File: config.mk
export PLATFORM = sky130hd
export DESIGN_NAME = instruction_fetch
export DESIGN_NICKNAME = d
export VERILOG_FILES = /design/src/rtl/instruction_fetch.sv
export SDC_FILE = /design/constraint.sdc
export NUM_CORES = 1
export LEC_CHECK = 0
export CORE_MARGIN = 5
export CORE_UTILIZATION = 41
export CTS_BUF_LIST = sky130_fd_sc_hd__clkbuf_16
export DETAILED_ROUTE_END_ITERATION = 16
export PLACE_DENSITY = 0.76
export SYNTH_ARGS = -nofsm -noshare
export SYNTH_HDL_FRONTEND = slang
export SYNTH_SLANG_ARGS = --single-unit
File: constraint.sdc
create_clock -name Clk -period 1.72 [get_ports Clk]
set_input_delay 0.258 -clock Clk [delete_from_list [all_inputs] [get_ports Clk]]
set_output_delay 0.258 -clock Clk [all_outputs]
set_load 0.02 [all_outputs]
File: src/rtl/instruction_fetch.sv
// rtl/instruction_fetch.sv - program counter and instruction register stage between the instruction ROM and decode
module instruction_fetch #(
  parameter int                   ANCHO_DIR   = 8,
  parameter int                   ANCHO_INSTR = 9,
  parameter logic [ANCHO_DIR-1:0] PC_INICIAL  = '0
) (
  input  logic                   Clk,
  input  logic                   Rst_n,
  output logic [ANCHO_DIR-1:0]   Direccion_Instrucciones,
  input  logic [ANCHO_INSTR-1:0] Instruccion,
  input  logic                   Salto,
  input  logic [ANCHO_DIR-1:0]   Destino_Salto,
  input  logic                   Detener,
  input  logic                   Listo_Decod,
  output logic                   Instr_Valida,
  output logic [ANCHO_INSTR-1:0] Registro_Instr,
  output logic [ANCHO_DIR-1:0]   PC_Instr,
  output logic                   Detenido
);

  typedef enum logic [1:0] {
    INICIO   = 2'd0,
    EJECUTA  = 2'd1,
    DETENIDO = 2'd2
  } estado_t;

  localparam logic [ANCHO_DIR-1:0] UNO = {{(ANCHO_DIR-1){1'b0}}, 1'b1};

  estado_t                estado_q;
  logic [ANCHO_DIR-1:0]   pc_q;
  logic [ANCHO_DIR-1:0]   pc_instr_q;
  logic [ANCHO_INSTR-1:0] ir_q;
  logic                   valida_q;
  logic                   detenido_q;

  // Decode takes the IR on any edge where it is valid and decode is ready;
  // a new word may be captured whenever the IR is empty or being drained.
  logic transferencia;
  logic listo_captura;
  assign transferencia = valida_q && Listo_Decod;
  assign listo_captura = !valida_q || Listo_Decod;

  // Fetch FSM: redirect beats halt, halt beats fetch/stall; all outputs registered.
  always_ff @(posedge Clk or negedge Rst_n) begin
    if (!Rst_n) begin
      estado_q   <= INICIO;
      pc_q       <= PC_INICIAL;
      pc_instr_q <= '0;
      ir_q       <= '0;
      valida_q   <= 1'b0;
      detenido_q <= 1'b0;
    end else begin
      case (estado_q)
        INICIO: begin
          // The ROM has not yet seen a stable PC, so nothing is captured here.
          if (Salto) begin
            pc_q <= Destino_Salto;
          end
          estado_q <= EJECUTA;
        end

        EJECUTA: begin
          if (Salto) begin
            // Flush whatever the IR holds; the target word arrives one cycle later.
            pc_q     <= Destino_Salto;
            valida_q <= 1'b0;
          end else if (Detener) begin
            estado_q   <= DETENIDO;
            detenido_q <= 1'b1;
            if (transferencia) begin
              valida_q <= 1'b0;
            end
          end else if (listo_captura) begin
            ir_q       <= Instruccion;
            pc_instr_q <= pc_q;
            valida_q   <= 1'b1;
            pc_q       <= pc_q + UNO;
          end
        end

        DETENIDO: begin
          // Only a redirect (or reset) leaves the halt; the PC stays frozen meanwhile.
          if (Salto) begin
            pc_q       <= Destino_Salto;
            valida_q   <= 1'b0;
            estado_q   <= EJECUTA;
            detenido_q <= 1'b0;
          end else if (transferencia) begin
            valida_q <= 1'b0;
          end
        end

        default: begin
          estado_q   <= INICIO;
          detenido_q <= 1'b0;
          valida_q   <= 1'b0;
        end
      endcase
    end
  end

  assign Direccion_Instrucciones = pc_q;
  assign Instr_Valida            = valida_q;
  assign Registro_Instr          = ir_q;
  assign PC_Instr                = pc_instr_q;
  assign Detenido                = detenido_q;

endmodule
==> flow_summary.ini <==
[global_route]
grt_pass1_wl_um = 6380
overflow = 0
grt_pass1_vias = 1304
grt_max_degree = 30
track_usage_pct = 16.5
antenna_found_initial = 0

[sta]
whs_ns = 0.367
fmax_mhz = 589
hold_viol = 0
min_period_ns = 1.70
tightest_slew_ns = 0.368
fin_crit_sh_pct = 98.7
setup_violations = 0
worst_slack_ns = 0.0231
slew_viol_final = 0
relSlewSlack_pct = 75.5
rsz0062_at_grt = yes
skew_ns = 0.00477

[synth]
synthArstFlopShare_pct = 100
synthMuxAreaShare_pct = 15.7
synth_cell_type_count = 29
yosysTopAreaCellShare_pct = 49.3
synth_top_cells_by_count = dfrtp_1 (29), nand2_1 (12), a21oi_1 (11)
synth-seq-area-share_pct = 49.3
synth_cells = 134
syn_area_um2 = 1470
syn_area_per_cell_um2 = 11.0
syn-num-nets = 161
synth_top_area_cell = dfrtp_1
synth-seq-cells = 29
yosys_warnings = 0
synth-edff-count = 0
synth-xor-area-share_pct = 0
synthAdderAreaFrac_pct = 4.25
synth_flop_cell = dfrtp_1
yosysMostFrequentCell = dfrtp_1
synth-simple-area-share_pct = 12.8
synth-compound-area-share_pct = 13.7
yosys-top-cells-area = dfrtp_1 (49%), mux2_4 (8.2%), mux2_2 (6.9%)
synth_top_family_by_area = multiplexers

[final_layout]
regArea_um2 = 727
layout.cells.non_filler = 250
area_growth_pct = 59.7
drive_above_1_share_pct = 29.9
multiInputGateArea_um2 = 767
diodes = 0
nFillCells = 259
final_util_pct = 68.8
finalInstanceArea_um2 = 2350
num-nets-final = 230

[outcome]
status = complete, no violations

[clocking]
cts_buffers = 5
hold_buffers = 0
clk_latency_ns = 0.27
cts-root-buf = clkbuf_16
cts_tree = done
clkSinkCount = 29
clkTransAtPathRegs_ns = 0.05
htree_num_levels = 2
clk_path_buf_depth = 2

[worst_setup_path]
r2r-start = estado_q[1]
cp_common_cell = or3_4
path_cells = inv_2, ha_4, or3_4, or3_4, o21ai_4, a21oi_2
startpoint = estado_q[1]
critPathRequiredTime_ns = 1.87
end_kind = flop
crit_type = flop to flop
slowest_stage = dfrtp_1
cp-start-kind = flop
worstPathArrival_ns = 1.85
cp_slowest_stage_delay_ns = 0.40
cp_max_fo = 5

[route]
first_iter_violations = 90
final_antenna_net_count = 0
post_drt_wl_per_cell_um = 15.7
avgViaCountPerCell = 5.27
vias = 1318
drt_first_pass_iters = 4
drc = 0
wl_um = 3930

[placement]
postPlaceCellArea_um2 = 2120
place_congestion = 0.903
post-place-ws_ns = -0.212
dp_cells = 238
dp_hpwl_um = 2780
portBuffers = 48

[floorplan]
fp.dieArea_um2 = 4890
die_y_um = 69.9
die_w_um = 69.9
core_um2 = 3420
rows = 21
initial_utilization_pct = 43.1
io_pins = 49

[pwr]
p_comb_share_pct = 55.5
pwr-share-clk_pct = 16.6
cell_internal_pwr_uw = 2950
p_per_area_nw_per_um2 = 2050
p_leak_uw = 0.00102
switching_share_pct = 38.6
peakVddDrop_mv = 0.959
power.switching_uw = 1860
seqPwrFrac_pct = 27.9

[min_path]
hp-class = primary input to async pin

[run]
maxCapViolCount = 0
## per-layer routing
metal  global-route usage (%)  up-vias  wire length [um]
met5                        0        -                 0
met2                     27.4       63              2080
met1                     19.0      629              1490
met4                     6.38        0                63
li1                         -      619                 -
met3                     6.60        7               298
## metrics by stage
step,TNS (ns),total power [uW]
final,0,4810
after CTS,0,4680
after detailed placement,-4.51,3820
after floorplan,-0.00121,2690
after global placement,-3.65,3720
after global routing,-0.101,5100
## registers in the layout, indices dropped and copies added, names as in the netlist
| name | cells |
|---|---|
| Detenido | 1 |
| estado_q | 2 |
| PC_Instr | 8 |
| Instr_Valida | 1 |
| Registro_Instr | 9 |
| Direccion_Instrucciones | 8 |
## logic make-up (layout without fill, tap and decap cells)
kind of cell | Yosys count | count (layout)
buf+inv | 10 | 80
flops | 29 | 29
simple gates | 37 | 37
compound gates | 35 | 35
mux | 18 | 18
fa+ha+maj | 5 | 5
## final timing paths
| kind | endpoint | slack, ns | cells past startpoint |
|---|---|---|---|
| min in group Clk | Registro_Instr[3] | 0.50 | 1 |
| worst max-delay path | Direccion_Instrucciones[6] | 0.02 | 6 |
| max in group asynchronous | estado_q[0] | 1.06 | 2 |
| worst min register to register | Registro_Instr[3] | 0.50 | 1 |
| worst max register to register | Direccion_Instrucciones[6] | 0.02 | 6 |
| worst min-delay path | PC_Instr[6] | 0.37 | 2 |
## critical path: cells and delay by family, from the launching register on
kind / cells / cell delay [ns]
buf+inv: 1 / 0.09
flops: 1 / 0.40
simple gates: 2 / 0.79
fa+ha+maj: 1 / 0.16
compound gates: 2 / 0.14
## cell type report
type	instances	share of cell area (%)
multi-input combinational	95	32.6
timing repair buffer	68	27.5
inverter	4	0.639
clock inverter	3	0.532
tap	46	2.45
sequential	29	30.9
clock buffer	5	5.32
## power by group through the flow
stage	Sequential, uW	Clock (uW)	Combinational (uW)
after floorplan	1690	0	1010
after global placement	1340	0	2380
after detailed placement	1370	0	2460
after CTS	1340	814	2520
after global routing	1400	850	2850
final	1340	796	2670
## repair_timing
| action | in CTS | in global routing |
|---|---|---|
| pin swaps | 0 | 5 |
| setup endpoints to repair | 4 | 18 |
| buffers inserted | 2 | 2 |
| gates resized for setup | 0 | 16 |
## layout by cell type (no fill, tap or decap), types with 2 or more instances in the layout
master,synthesis,final
ha_1,5,2
nor2_1,3,3
clkbuf_16,0,5
nand2_1,12,12
a31oi_1,7,7
nand3_1,6,6
o21bai_1,2,2
inv_1,4,2
inv_2,0,2
dfrtp_1,29,28
a21oi_1,11,9
clkinv_1,0,2
o22ai_1,2,2
a21oi_2,0,2
mux2_2,9,9
nand2b_1,4,3
o21ai_0,10,8
clkdlybuf4s50_1,0,47
ha_4,0,2
or3_4,0,3
buf_4,0,19
mux2_4,8,8
Note: power is estimated with default switching activity, not from simulation.
